`src/rtl/prog_delay_pkg.sv`:
```
// Shared helpers for the programmable delay line: port/pointer width
// computation and the delay clamp applied on every configuration load.
package prog_delay_pkg;

  function automatic int unsigned delay_w(input int unsigned max_delay);
    return $clog2(max_delay + 1);
  endfunction

  function automatic int unsigned addr_w(input int unsigned depth);
    return (depth > 1) ? $clog2(depth) : 1;
  endfunction

  // Zero is not a usable delay, so it maps to the shortest one.
  function automatic int unsigned clamp_delay(input int unsigned cfg,
                                              input int unsigned max_delay);
    if (cfg == 0) return 1;
    if (cfg > max_delay) return max_delay;
    return cfg;
  endfunction

endpackage

```
`src/rtl/prog_delay_line_sdp_ram.sv`:
```
// Simple dual-port RAM with registered read, read-first on address collision.
module sdp_ram
  import prog_delay_pkg::*;
#(
  parameter int WIDTH = 32,
  parameter int DEPTH = 64,
  localparam int AW = addr_w(DEPTH)
) (
  input  logic             clk,
  input  logic             we,
  input  logic [AW-1:0]    wa,
  input  logic [WIDTH-1:0] wd,
  input  logic             re,
  input  logic [AW-1:0]    ra,
  output logic [WIDTH-1:0] rd
);

  logic [WIDTH-1:0] mem [DEPTH];

  always_ff @(posedge clk) begin
    if (we) mem[wa] <= wd;
    if (re) rd <= mem[ra];
  end

endmodule

```
`src/rtl/prog_delay_line.sv`:
```
// Multi-lane delay line with a runtime-programmable delay of D enabled cycles.
// The RAM read register doubles as the output register; dout is masked until valid.
module prog_delay_line
  import prog_delay_pkg::*;
#(
  parameter int DATA_W        = 16,
  parameter int CHANNELS      = 2,
  parameter int MAX_DELAY     = 64,
  parameter int DEFAULT_DELAY = 10,
  localparam int DW = delay_w(MAX_DELAY)
) (
  input  logic                             clk,
  input  logic                             rst,
  input  logic                             en,
  input  logic                             cfg_load,
  input  logic [DW-1:0]                    delay_cfg,
  input  logic [CHANNELS-1:0][DATA_W-1:0]  din,
  output logic [CHANNELS-1:0][DATA_W-1:0]  dout,
  output logic                             dout_valid,
  output logic [DW-1:0]                    delay_act
);

  localparam int AW = addr_w(MAX_DELAY);
  localparam int W  = CHANNELS * DATA_W;

  logic [DW-1:0] d_reg;
  logic [DW-1:0] d_new;
  logic [DW-1:0] ptr;
  logic [DW-1:0] fill;
  logic          valid;
  logic [W-1:0]  rd_data;
  logic          ram_we;
  logic          ram_re;
  logic [AW-1:0] ram_wa;

  assign d_new = DW'(clamp_delay(32'(delay_cfg), MAX_DELAY));

  // A load restarts the ring at slot 0, so a coincident sample lands there.
  assign ram_we = en && !rst;
  assign ram_re = en && !rst && !cfg_load;
  assign ram_wa = cfg_load ? '0 : ptr[AW-1:0];

  sdp_ram #(
    .WIDTH (W),
    .DEPTH (MAX_DELAY)
  ) u_ram (
    .clk (clk),
    .we  (ram_we),
    .wa  (ram_wa),
    .wd  (din),
    .re  (ram_re),
    .ra  (ptr[AW-1:0]),
    .rd  (rd_data)
  );

  always_ff @(posedge clk) begin
    if (rst) begin
      d_reg <= DW'(DEFAULT_DELAY);
      ptr   <= '0;
      fill  <= '0;
      valid <= 1'b0;
    end else if (cfg_load) begin
      d_reg <= d_new;
      valid <= 1'b0;
      if (en) begin
        ptr  <= (d_new == DW'(1)) ? '0 : DW'(1);
        fill <= DW'(1);
      end else begin
        ptr  <= '0;
        fill <= '0;
      end
    end else if (en) begin
      ptr <= (ptr == d_reg - DW'(1)) ? '0 : ptr + DW'(1);
      if (fill != d_reg) fill <= fill + DW'(1);
      else valid <= 1'b1;
    end
  end

  // rd_data may hold pre-reset or pre-load samples; only a full ring unmasks it.
  assign dout       = valid ? rd_data : '0;
  assign dout_valid = valid;
  assign delay_act  = d_reg;

endmodule
```
`config.mk`:
```
export PLATFORM = sky130hd
export DESIGN_NAME = prog_delay_line
export DESIGN_NICKNAME = d
export VERILOG_FILES = /design/src/rtl/prog_delay_pkg.sv /design/src/rtl/prog_delay_line_sdp_ram.sv /design/src/rtl/prog_delay_line.sv
export SDC_FILE = /design/constraint.sdc
export NUM_CORES = 2
export LEC_CHECK = 0
export CAP_MARGIN = 20
export CORE_ASPECT_RATIO = 1.75
export CORE_UTILIZATION = 40
export DETAILED_ROUTE_END_ITERATION = 8
export GPL_ROUTABILITY_DRIVEN = 0
export SETUP_SLACK_MARGIN = 0.3
export SYNTH_ARGS = -nofsm -noshare
export SYNTH_HDL_FRONTEND = slang
export SYNTH_HIERARCHICAL = 1
export SYNTH_SLANG_ARGS = --single-unit
```
`constraint.sdc`:
```
create_clock -name clk -period 4.1 [get_ports clk]
set_clock_uncertainty 0.05 [all_clocks]
set_input_delay 0.82 -clock clk [delete_from_list [all_inputs] [get_ports clk]]
set_output_delay 0.82 -clock clk [all_outputs]
set_load 0.03 [all_outputs]
```
# Yosys cells after proc, flatten, opt, wreduce, memory -nomap -nowiden
# Memory sizes are Yosys's and may differ from the RTL's. A register that Yosys moved wholly into a read port is not among the register bits.
# Cells that the tools add are included.
# classes
addsub	3
magnitude_cmp	1
eq_ne	3
muxes	20
bitwise	1
n_reduce_logical	10
# op_table
op	count
two-way mux 7 bit	9
two-way mux 32 bit	1
adder 7 x 1 -> 7 bit, second input constant	2
two-way mux 1 bit	9
== test 7 x 1 -> 1 bit, second input constant	1
== test 7 bit	1
> comparator 7 bit, second input constant	1
logical NOT 7 bit	1
!= test 7 bit	1
subtractor 7 x 1 -> 7 bit, second input constant	1
two-way mux 6 bit	1
AND reduction 2 bit	2
nonzero test 2 bit	2
logical AND 1 bit	2
logical NOT 1 bit	2
OR reduction 2 bit	1
inverter 1 bit	1
# word_totals
regBits	22
ramBits	2048
input_bits	43
output_inout_bits	40
wordCells	43
mem_count	1
# mem_list
name	depth	word_bits	read_ports	rd_ports_with_merged_regs	wr	line_no	rtl
u_ram.mem	64	32	1	1	1	prog_delay_line_sdp_ram.sv:18	logic [WIDTH-1:0] mem [DEPTH];

# Depth between registers and ports, before layout
# logic_depth
depth_word	9
ltp_mapped	10

# Modules after synthesis
# The synthesis kept the hierarchy.
# by_module_without_submodules
mod	n_inst	cells_per_inst	area_each_um2	seq_area_each_um2
sdp_ram	1	3324	78835.6	62459.9
prog_delay_line	1	198	1605.3	440.4

# Worst setup path after synthesis
# OpenSTA, ideal clock, no wires.
# synth_timing
kind	input to register
from	input en
to	memory u_ram.mem[49][0] (enable)
setup_time_ps	461
t_arrival_ps	3900
required_time_ps	3589
setup_slack_ps	-311
cell_stages	6
cell_sequence	clkbuf_1 -> nand2_1 -> inv_1 -> nor2b_1 -> nand4_1 -> nor3_1
# synth_between
elab_chain_len	3
# synth_rtl
item	line_no	rtl
from (decl)	prog_delay_line.sv:14	input logic en,
logical AND 1 bit	prog_delay_line.sv:39	assign ram_we = en && !rst;
via ram_we	prog_delay_line.sv:32	logic ram_we;
two-way mux 1 bit	prog_delay_line_sdp_ram.sv:21	if (we) mem[wa] <= wd;
two-way mux 1 bit (not written as such)	prog_delay_line_sdp_ram.sv:21	
to (decl)	prog_delay_line_sdp_ram.sv:18	
# The timed path passes the listed nets, and every way through them passes these cells.

==> impl_metrics.yaml <==
power_and_ir_drop:
  pwr-share-comb: 0.047
  p_clk_frac: 0.393
  p_leak_nw: 27.6
  switchingPower_w: 0.00872
  vdd_drop_max_mv: 0.302
  p_int_w: 0.0336
  p_seq_frac: 0.560
  switching_share: 0.206
  total_power_w: 0.0423
  power_density_nw_per_um2: 458
critical_path:
  worstSetupStartpoint: "dout_valid"
  required_ns: 3.23
  worstPathArrival_ns: 2.66
  critPathLaunchType: "flop"
  worstSetupEndpoint: "dout[7]"
  critPathMaxStageDelay_ns: 0.77
  r2r_slack_ns: 0.65
  cpMaxStageDelayCell: "clkdlybuf4s50_1"
  rr_worst_depth: 9
  worstReg2RegStart: "ptr[0]"
  worstPathCellList: "buf_4 > and2_1 > clkdlybuf4s50_1"
  timing.rr.end: "u_ram/rd[20]"
  timing.critical_path.buf_inv: 2
  critPathTopFamily: "buffers and inverters"
  crit_type: "reg2out"
  worst-path-stages: 3
  end_kind: "primary output"
  cp_max_fo: 34
sta:
  rsz0062_at_grt: "false"
  hold_viol: 0
  slew_headroom: 0.265
  fmax_mhz: 283
  finalSetupViolCount: 0
  min_period_ns: 3.53
  worstMarginPinSlew_ns: 1.10
  fin_ws_ns: 0.565
  fin_crit_sh: 0.862
  setup_tns_ns: 0
  drv_slew: 0
global_route:
  grt_max_degree: 65
  grt_pass1_vias: 39300
  track_usage: 0.211
  grt-ovfl-total: 0
  grt_pass1_wl_um: 301000
  antenna_found_initial: 16
clocking:
  cts.sinks: 2102
  ctsHoldBuffers: 0
  cts_setup_buffers: 0
  worst_skew_pair.late_latency_ns: 0.82
  cts-root-buf: "clkbuf_16"
  htreeDepth: 4
  cts_buffer_depth: 4
  cts_buffers: 181
  cts_resized: 0
  tritoncts: "done"
  clk_pin_slew_worst_paths_ns: 0.06
synthesis:
  synth-edff-count: 2080
  ys_types: 61
  netlist_area_sq_um: 80400
  synthFlopType: "edfxtp_1"
  yosys.area_share.simple: 0.0196
  synth_fa_ha_area_frac: 0.000467
  ys_ff_latch: 2102
  synthArstFlopShare: 0
  synth.avg_cell_area_sq_um: 22.8
  synth_compound_area_frac: 0.0193
  syn_nets: 3568
  yosys_warnings: 6
  yosysSeqAreaShare: 0.782
  synthXorXnorAreaFrac: 0.00246
  synth_cells: 3522
  synthMuxAreaShare: 0.164
  synth_top_family_by_area: "multiplexers"
detailed_routing:
  drc: 0
  ant_nets: 0
  dr.pass1.iters: 5
  wl_per_cell_um: 32.4
  routed_wl_um: 214000
  vias_per_cell: 5.75
  via_count: 38000
  drt-initial-drc-count: 3768
final_layout:
  syn_to_final_growth_pct: 14.7
  nFillCells: 16500
  nNetsFinal: 3900
  drive_gt1_frac: 0.290
floorplan:
  die_w_um: 341
  core.rowCount: 217
  start_util: 0.403
  fp.coreArea_sq_um: 200000
  dieHeight_um: 595
  fp.dieArea_sq_um: 203000
  io_pins: 83
flow_run:
  maxCapViolations: 0
placed_design:
  post-dp-hpwl_um: 139000
  detailedPlace.worstSlack_ns: 0.362
  portBuffers: 82
run_status:
  status: "completed"
worst_hold_path:
  hp-class: "in2reg"
-- layout by cell type, fill, tap and decap left out, types with 17 or more instances in the layout --
| cell type | count |
|---|---|
| edfxtp_1 | 2080 |
| mux4_2 | 544 |
| buf_4 | 196 |
| clkbuf_16 | 182 |
| mux2i_1 | 95 |
| nor2_1 | 87 |
| o22ai_1 | 84 |
| a21oi_1 | 69 |
| buf_12 | 67 |
| nor2_4 | 62 |
| clkdlybuf4s50_1 | 50 |
| nand2_1 | 41 |
| clkinv_1 | 37 |
| and2_1 | 35 |
| clkbuf_1 | 35 |
| buf_2 | 28 |
| o221ai_1 | 27 |
| nor2b_1 | 21 |
| clkinv_2 | 20 |
| bufinv_16 | 17 |
| dfxtp_1 | 17 |
-- power by group through the flow --
stage          Combinational, W  Clock [W]  Sequential (W)
5_1_grt                 0.00209     0.0176          0.0237
3_3_place_gp            0.00200          0          0.0241
2_1_floorplan           0.00103          0          0.0241
3_5_place_dp            0.00202          0          0.0241
6_report                0.00199     0.0166          0.0237
4_1_cts                 0.00203     0.0169          0.0237
-- worst min-delay path by stage --
stage                     depth (start not counted)     from  slack [ns]           endpoint
after CTS                                         1  din[16]        0.36  u_ram/mem[22][16]
after global routing                              1  din[15]        0.33  u_ram/mem[26][15]
after global placement                            2  fill[6]        0.44            fill[6]
final                                             1  din[15]        0.34  u_ram/mem[26][15]
after detailed placement                          2  fill[3]        0.47            fill[3]
after floorplan                                   2  fill[6]        0.43            fill[6]
-- Yosys cell counts (all sizes together) (3+ instances only) --
cell,count,share of area
nand2,41,0.0019
xnor2,12,0.0013
a21oi,69,0.0043
a22oi,13,0.0012
or2,3,0.00023
o211ai,4,0.00037
dfxtp,22,0.0055
a311oi,8,0.00087
a41o,5,0.00062
or3b,5,0.00054
nor2b,21,0.0016
mux2i,95,0.012
and2,36,0.0028
ha,3,0.00047
o32ai,4,0.00044
nand2b,10,0.00078
edfxtp,2080,0.78
buf,111,0.0078
inv,7,0.00033
o21ai,6,0.00047
nor3,14,0.00093
a211oi,3,0.00034
or3,4,0.00031
nor2,149,0.0070
nand4,7,0.00054
o22ai,84,0.0065
nand3b,8,0.00075
and3,7,0.00061
nand3,10,0.00068
o221ai,27,0.0029
xor2,8,0.00087
or4,4,0.00037
mux4,544,0.15
clkbuf,81,0.0038
-- kinds of logic (layout without fill, tap and decap cells) --
logic type | after synthesis | after routing
DFF | 2102 | 2102
muxes | 640 | 640
and+or+nand+nor | 323 | 323
AOI/OAI and AO/OA | 233 | 233
buffers and inverters | 200 | 649
xor gates and xnor gates | 21 | 21
adders and majority gates | 3 | 3
other | 0 | 8
-- state kept, by name, summed over array words and instances, names as in the netlist --
| signal | flops |
|---|---|
| ptr | 7 |
| dout_valid | 1 |
| delay_act | 7 |
| u_ram/rd | 32 |
| fill | 7 |
| u_ram/mem | 2048 |
-- per-stage QoR --
stage	hold slack, ns	instances	area [sq um]	util
final	0.342	6607	92300	0.462
after global routing	0.334	6601	92300	0.462
after CTS	0.358	6598	92300	0.462
after detailed placement	0.471	6298	86700	0.434
after global placement	0.444	6298	86700	0.434
after floorplan	0.430	3522	80500	-
-- worst reg2reg max path, stage by stage (launching register included) --
cell,delay [ns]
dfxtp_4,0.51
buf_12,0.25
buf_4,0.37
buf_4,0.29
mux4_2,0.52
mux2i_1,0.54
nor2_1,0.11
a311oi_1,0.28
buf_4,0.21
nor3_1,0.07
-- layout make-up --
| class | count | area (sq um) | area share |
|---|---|---|---|
| sequential | 2102 | 62900 | 0.682 |
| multi-input combinational | 1220 | 17100 | 0.185 |
| clock buffer | 217 | 4690 | 0.0508 |
| timing repair buffer | 341 | 3450 | 0.0374 |
| tap | 2628 | 3290 | 0.0356 |
| clock inverter | 83 | 833 | 0.00903 |
| inverter | 8 | 30.0 | 0.000325 |
| antenna | 8 | 20.0 | 0.000217 |
-- routing by layer --
| metal | track usage | part of all wire | up-vias |
|---|---|---|---|
| li1 | - | - | 15600 |
| met1 | 0.252 | 0.36 | 20600 |
| met2 | 0.373 | 0.53 | 1386 |
| met3 | 0.0258 | 0.057 | 365 |
| met4 | 0.111 | 0.061 | 8 |
| met5 | 0 | 0.00019 | - |
No activity file was read; power rests on OpenSTA's default activity.
